==> config.mk <==
export PLATFORM = sky130hd
export DESIGN_NAME = store_write_buffer
export DESIGN_NICKNAME = d
export VERILOG_FILES = /design/src/rtl/store_write_buffer.sv
export SDC_FILE = /design/constraint.sdc
export NUM_CORES = 1
export LEC_CHECK = 0
export CAP_MARGIN = 20
export CELL_PAD_IN_SITES_DETAIL_PLACEMENT = 1
export CELL_PAD_IN_SITES_GLOBAL_PLACEMENT = 2
export CORE_UTILIZATION = 40
export CTS_BUF_LIST = sky130_fd_sc_hd__clkbuf_16
export DETAILED_ROUTE_END_ITERATION = 10
export GPL_TIMING_DRIVEN = 0
export HOLD_SLACK_MARGIN = 0.03
export PLACE_DENSITY_LB_ADDON = 0.1
export SLEW_MARGIN = 15
export SYNTH_ARGS = -nofsm -noshare
export SYNTH_HDL_FRONTEND = slang
export SYNTH_SLANG_ARGS = --single-unit
export TNS_END_PERCENT = 50
==> constraint.sdc <==
create_clock -name clk_i -period 6.15 [get_ports clk_i]
set_input_delay 0.9225 -clock clk_i [delete_from_list [all_inputs] [get_ports clk_i]]
set_output_delay 0.9225 -clock clk_i [all_outputs]
set_load 0.005 [all_outputs]
==> src/rtl/store_write_buffer.sv <==
// Posted-store FIFO between the core data port and the SRAM write port, with byte-lane load forwarding.
// Define STORE_BUFFER_COALESCE_EN to merge a store into the newest entry when the word address matches.
module store_write_buffer #(
  parameter int XLEN  = 32,
  parameter int DEPTH = 4
) (
  input  logic            clk_i,
  input  logic            reset_i,
  input  logic [XLEN-1:0] core_address_i,
  input  logic            core_write_enable_i,
  input  logic [XLEN-1:0] core_write_data_i,
  input  logic [3:0]      core_write_strobe_i,
  output logic [XLEN-1:0] core_read_data_o,
  output logic [XLEN-1:0] mem_read_address_o,
  input  logic [XLEN-1:0] mem_read_data_i,
  output logic            mem_write_valid_o,
  input  logic            mem_write_ready_i,
  output logic [XLEN-1:0] mem_write_address_o,
  output logic [XLEN-1:0] mem_write_data_o,
  output logic [3:0]      mem_write_strobe_o,
  output logic            full_o,
  output logic            empty_o,
  output logic            overflow_o
);

  localparam int AW = $clog2(DEPTH);
  localparam int WW = XLEN - 2;
  localparam logic [AW:0] FULL_CNT = (AW+1)'(DEPTH);
  localparam logic [AW:0] CNT_ONE  = (AW+1)'(1);

  logic [WW-1:0]   r_addr [DEPTH];
  logic [XLEN-1:0] r_data [DEPTH];
  logic [3:0]      r_strb [DEPTH];
  logic [DEPTH-1:0] r_valid;
  logic [AW-1:0]   r_head;
  logic [AW-1:0]   r_tail;
  logic [AW:0]     r_count;
  logic            r_overflow;

  logic [WW-1:0]   w_core_word;
  logic [AW-1:0]   w_newest;
  logic [AW-1:0]   w_scan;
  logic [XLEN-1:0] w_fwd;
  logic            w_head_vld;
  logic            w_req;
  logic            w_pop;
  logic            w_full;
  logic            w_merge;
  logic            w_push;
  logic            w_drop;

  assign w_core_word = core_address_i[XLEN-1:2];
  assign w_newest    = r_tail - AW'(1);
  assign w_head_vld  = r_valid[r_head];
  assign w_full      = (r_count == FULL_CNT);
  assign w_req       = core_write_enable_i && (core_write_strobe_i != 4'b0000);
  assign w_pop       = w_head_vld && mem_write_ready_i;

`ifdef STORE_BUFFER_COALESCE_EN
  // The head is already presented to the SRAM, so it must never change under a merge.
  assign w_merge = w_req && r_valid[w_newest] && (r_addr[w_newest] == w_core_word) &&
                   (w_newest != r_head);
`else
  assign w_merge = 1'b0;
`endif

  assign w_push = w_req && !w_merge && (!w_full || w_pop);
  assign w_drop = w_req && !w_merge && w_full && !w_pop;

  always_ff @(posedge clk_i or posedge reset_i) begin
    if (reset_i) begin
      r_head     <= '0;
      r_tail     <= '0;
      r_count    <= '0;
      r_valid    <= '0;
      r_overflow <= 1'b0;
    end else begin
      if (w_pop) begin
        r_valid[r_head] <= 1'b0;
        r_head          <= r_head + AW'(1);
      end
      // Set after clear: when full, a same-cycle push reuses the slot being popped.
      if (w_push) begin
        r_valid[r_tail] <= 1'b1;
        r_tail          <= r_tail + AW'(1);
      end
      if (w_push && !w_pop) begin
        r_count <= r_count + CNT_ONE;
      end else if (!w_push && w_pop) begin
        r_count <= r_count - CNT_ONE;
      end
      if (w_drop) begin
        r_overflow <= 1'b1;
      end
    end
  end

  always_ff @(posedge clk_i) begin
    if (w_push) begin
      r_addr[r_tail] <= w_core_word;
      r_data[r_tail] <= core_write_data_i;
      r_strb[r_tail] <= core_write_strobe_i;
    end
    if (w_merge) begin
      r_strb[w_newest] <= r_strb[w_newest] | core_write_strobe_i;
      for (int b = 0; b < 4; b++) begin
        if (core_write_strobe_i[b]) begin
          r_data[w_newest][8*b +: 8] <= core_write_data_i[8*b +: 8];
        end
      end
    end
  end

  // Walk oldest to newest so later matching bytes overwrite earlier ones.
  always_comb begin
    w_fwd  = mem_read_data_i;
    w_scan = r_head;
    for (int i = 0; i < DEPTH; i++) begin
      w_scan = r_head + AW'(i);
      if (r_valid[w_scan] && (r_addr[w_scan] == w_core_word)) begin
        for (int b = 0; b < 4; b++) begin
          if (r_strb[w_scan][b]) begin
            w_fwd[8*b +: 8] = r_data[w_scan][8*b +: 8];
          end
        end
      end
    end
  end

  assign core_read_data_o    = w_fwd;
  assign mem_read_address_o  = core_address_i;
  assign mem_write_valid_o   = w_head_vld;
  assign mem_write_address_o = w_head_vld ? {r_addr[r_head], 2'b00} : '0;
  assign mem_write_data_o    = w_head_vld ? r_data[r_head] : '0;
  assign mem_write_strobe_o  = w_head_vld ? r_strb[r_head] : 4'b0000;
  assign full_o              = w_full;
  assign empty_o             = (r_count == '0);
  assign overflow_o          = r_overflow;

endmodule

==> metrics.yaml <==
status:
  outcome: "finished, final reports clean"
routing:
  highest_layer: "met5"
  drt_iter0_drc: 2128
  wl_met3_microns: 7710
  postRouteAntennaNets: 0
  firstDrtPassIters: 8
  dr_wl_met2_microns: 36900
  vias: 15900
  met1_length_microns: 35000
  viasPerCell: 6.52
  drc: 0
  wl_microns: 82100
  wl_per_cell_microns: 33.6
synth:
  synth_fa_ha_area_share_pct: 0.670
  synth_most_common_cell: "edfxtp_1"
  synth_top_flop_cell: "edfxtp_1"
  syn_area_sq_mm: 0.0198
  yosys_warnings: 0
  syn_inst: 1403
  synth_seq_cells: 276
  synth_common_cells: "264 x edfxtp_1, 201 x mux4_2, 103 x mux2i_1, 83 x inv_1, 65 x and2_1"
  synth.mux.area_fraction_pct: 31.4
  avgSynthCellArea_sq_um: 14.1
  synth-edff-count: 264
  ys_seq_area_share_pct: 41.6
  synthSimpleGateAreaFrac_pct: 7.33
  yosysTopAreaCellShare_pct: 40.1
  synth_xor_area_share_pct: 4.25
  synthDistinctLibCells: 67
  synthTopCellsByArea: "edfxtp_1 40%, mux4_2 23%, mux2i_1 5.2%"
  synth_top_family_by_area: "multiplexers"
  async_flop_share_pct: 4.35
  yosysTopAreaCell: "edfxtp_1"
  synth_compound_area_share_pct: 8.81
floorplan:
  ioPinCount: 240
  core-area_sq_mm: 0.0488
  die_h_microns: 224
  die_w_microns: 224
  initial_core_util_pct: 40.5
  fp-row-count: 81
  die_area_sq_mm: 0.0504
layout:
  fin_area_sq_mm: 0.0257
  areaGrowthSynthToFinish_pct: 30.0
  fin_cells: 2446
  layout-drive-gt1-share_pct: 31.5
  fillers: 4787
  nets: 1866
sta:
  worst_slew_pin_slew_ns: 1.05
  skew_ns: 0.0204
  hold_viol: 0
  holdWs_ns: 0.485
  rsz0062_at_grt: "yes"
  tns_ns: 0
  clock.fmax_mhz: 163
  finalSetupViolCount: 0
  period_needed_ns: 6.13
  relSlewSlack_pct: 29.9
  finalMaxSlewViolations: 0
  fin_crit_sh_pct: 99.7
worst_setup_path:
  worstSetupStartpoint: "r_head[0]$_DFFE_PP0P_"
  reg2reg_from: "r_head[0]$_DFFE_PP0P_"
  end_kind: "output port"
  crit_arrival_ns: 5.21
  cp_max_fo: 10
  crit_type: "flop to output port"
  critPathRequiredTime_ns: 5.23
  cp-start-kind: "flop"
global_routing:
  antenna_found_initial: 5
  grt_max_degree: 41
  overflow: 0
  grt_first_pass_wirelength_microns: 117000
  grt_usage_pct: 32.6
  grt_pass1_vias: 16100
placement:
  place_inst: 2318
  place_area_sq_mm: 0.0232
  hpwl_microns: 58200
  gp_congestion: 0.980
  portBuffers: 235
pwr:
  p_per_area_mw_per_mm2: 587
  p_leak_uw: 0.00913
  report.power.total_uw: 15100
  ir_worst_vdd_v: 0.000345
hold_path:
  hold_class: "flop to flop"
  hp-start: "r_count[2]$_DFFE_PP0P_"
clock_tree:
  clk_pin_slew_worst_paths_ns: 0.05
  numCtsBuffers: 36
  postCtsHoldBufs: 0
  htree_levels: 2
  clk_path_buf_depth: 3
  cts.sinks: 276
  root_buffer: "clkbuf_16"
  cts_tree: "built"
  clkLatencyLatePin_ns: 0.56
flow_run:
  maxCapViolations: 0
## through the flow
step                      setup WS [ns]  utilization (%)
after global routing            -0.0514             52.7
after CTS                       -0.0541             52.1
after global placement            -2.96             47.0
after detailed placement          -2.31             47.5
after floorplan                   0.766                -
final                            0.0189             52.7
## registers in the layout, summed over array words and instances (netlist names)
register and flops:
r_data 128, r_valid 4, r_strb 16, r_tail 2
r_head 2, r_addr 120, r_count 3, overflow_o 1
## repair_timing
item | 4_1_cts | 5_1_grt
gates cloned | 2 | 1
pin swaps | 31 | 24
buffers inserted | 39 | 17
endpoints found under the setup margin | 37 | 33
endpoints found under the hold margin | 0 | 0
gates resized for setup | 229 | 53
## placed cells by master (no fill, tap or decap), types with 34 or more instances in the layout
cell type / n
edfxtp_1: 264
clkdlybuf4s50_1: 203
mux4_2: 201
buf_4: 90
inv_1: 86
mux2i_1: 83
and2_1: 61
xnor2_1: 58
clkbuf_16: 39
clkbuf_1: 38
and3_1: 36
a221o_1: 35
nand2_1: 34
## critical path: stages (launching register included)
cell and delay (ns):
dfrtp_2 0.39, buf_4 0.19, buf_6 0.26, mux4_1 0.67, xnor2_1 0.57, nand4_1 0.19, or3_1 0.45, nor4_4 0.60
nand3_2 0.37, a221o_1 0.45, o211ai_1 0.15, o221ai_4 0.18, buf_2 0.17
## metal layers
layer | global-route usage (%) | vias up
li1 | - | 6461
met1 | 47.4 | 8407
met2 | 48.7 | 920
met3 | 6.69 | 145
met4 | 10.7 | 6
met5 | 0 | -
## area by class of cell
cell class / instances / area, sq um / area share [%]
Antenna cell: 3 / 7.51 / 0.0292
Buffer: 142 / 1070 / 4.16
Clock buffer: 37 / 926 / 3.60
Clock inverter: 28 / 211 / 0.822
Inverter: 83 / 319 / 1.24
Multi-Input combinational cell: 902 / 11100 / 43.0
Sequential cell: 276 / 8230 / 32.0
Tap cell: 664 / 831 / 3.23
Timing Repair Buffer: 311 / 3070 / 11.9
## worst paths after layout
kind / slack, ns / end / cells past startpoint
max in group asynchronous: 5.12 / r_head[0]$_DFFE_PP0P_ / 2
hold / removal: 0.49 / r_count[2]$_DFFE_PP0P_ / 1
min in group asynchronous: 0.68 / r_valid[1]$_DFF_PP0_ / 2
setup reg to reg: 1.50 / r_data[2][20]$_DFFE_PP_ / 13
hold reg to reg: 0.49 / r_count[2]$_DFFE_PP0P_ / 1
setup / recovery: 0.02 / core_read_data_o[0] / 12
## logic make-up after synthesis
group	count (synthesis)
simple gates	243
mux	339
other cells	1
xor+xnor	96
flops	276
buf+inv	226
compound gates	212
fa+ha+maj	10
## where the power goes
group          switching [uW]  leakage (uW)  internal (uW)  total [uW]
sequential                324       0.00255           2490        2820
combinational            5420       0.00599           4770       10200
clock                     867      0.000588           1220        2080
total                    6610       0.00913           8480       15100
Power figures use the tool's default switching activity.
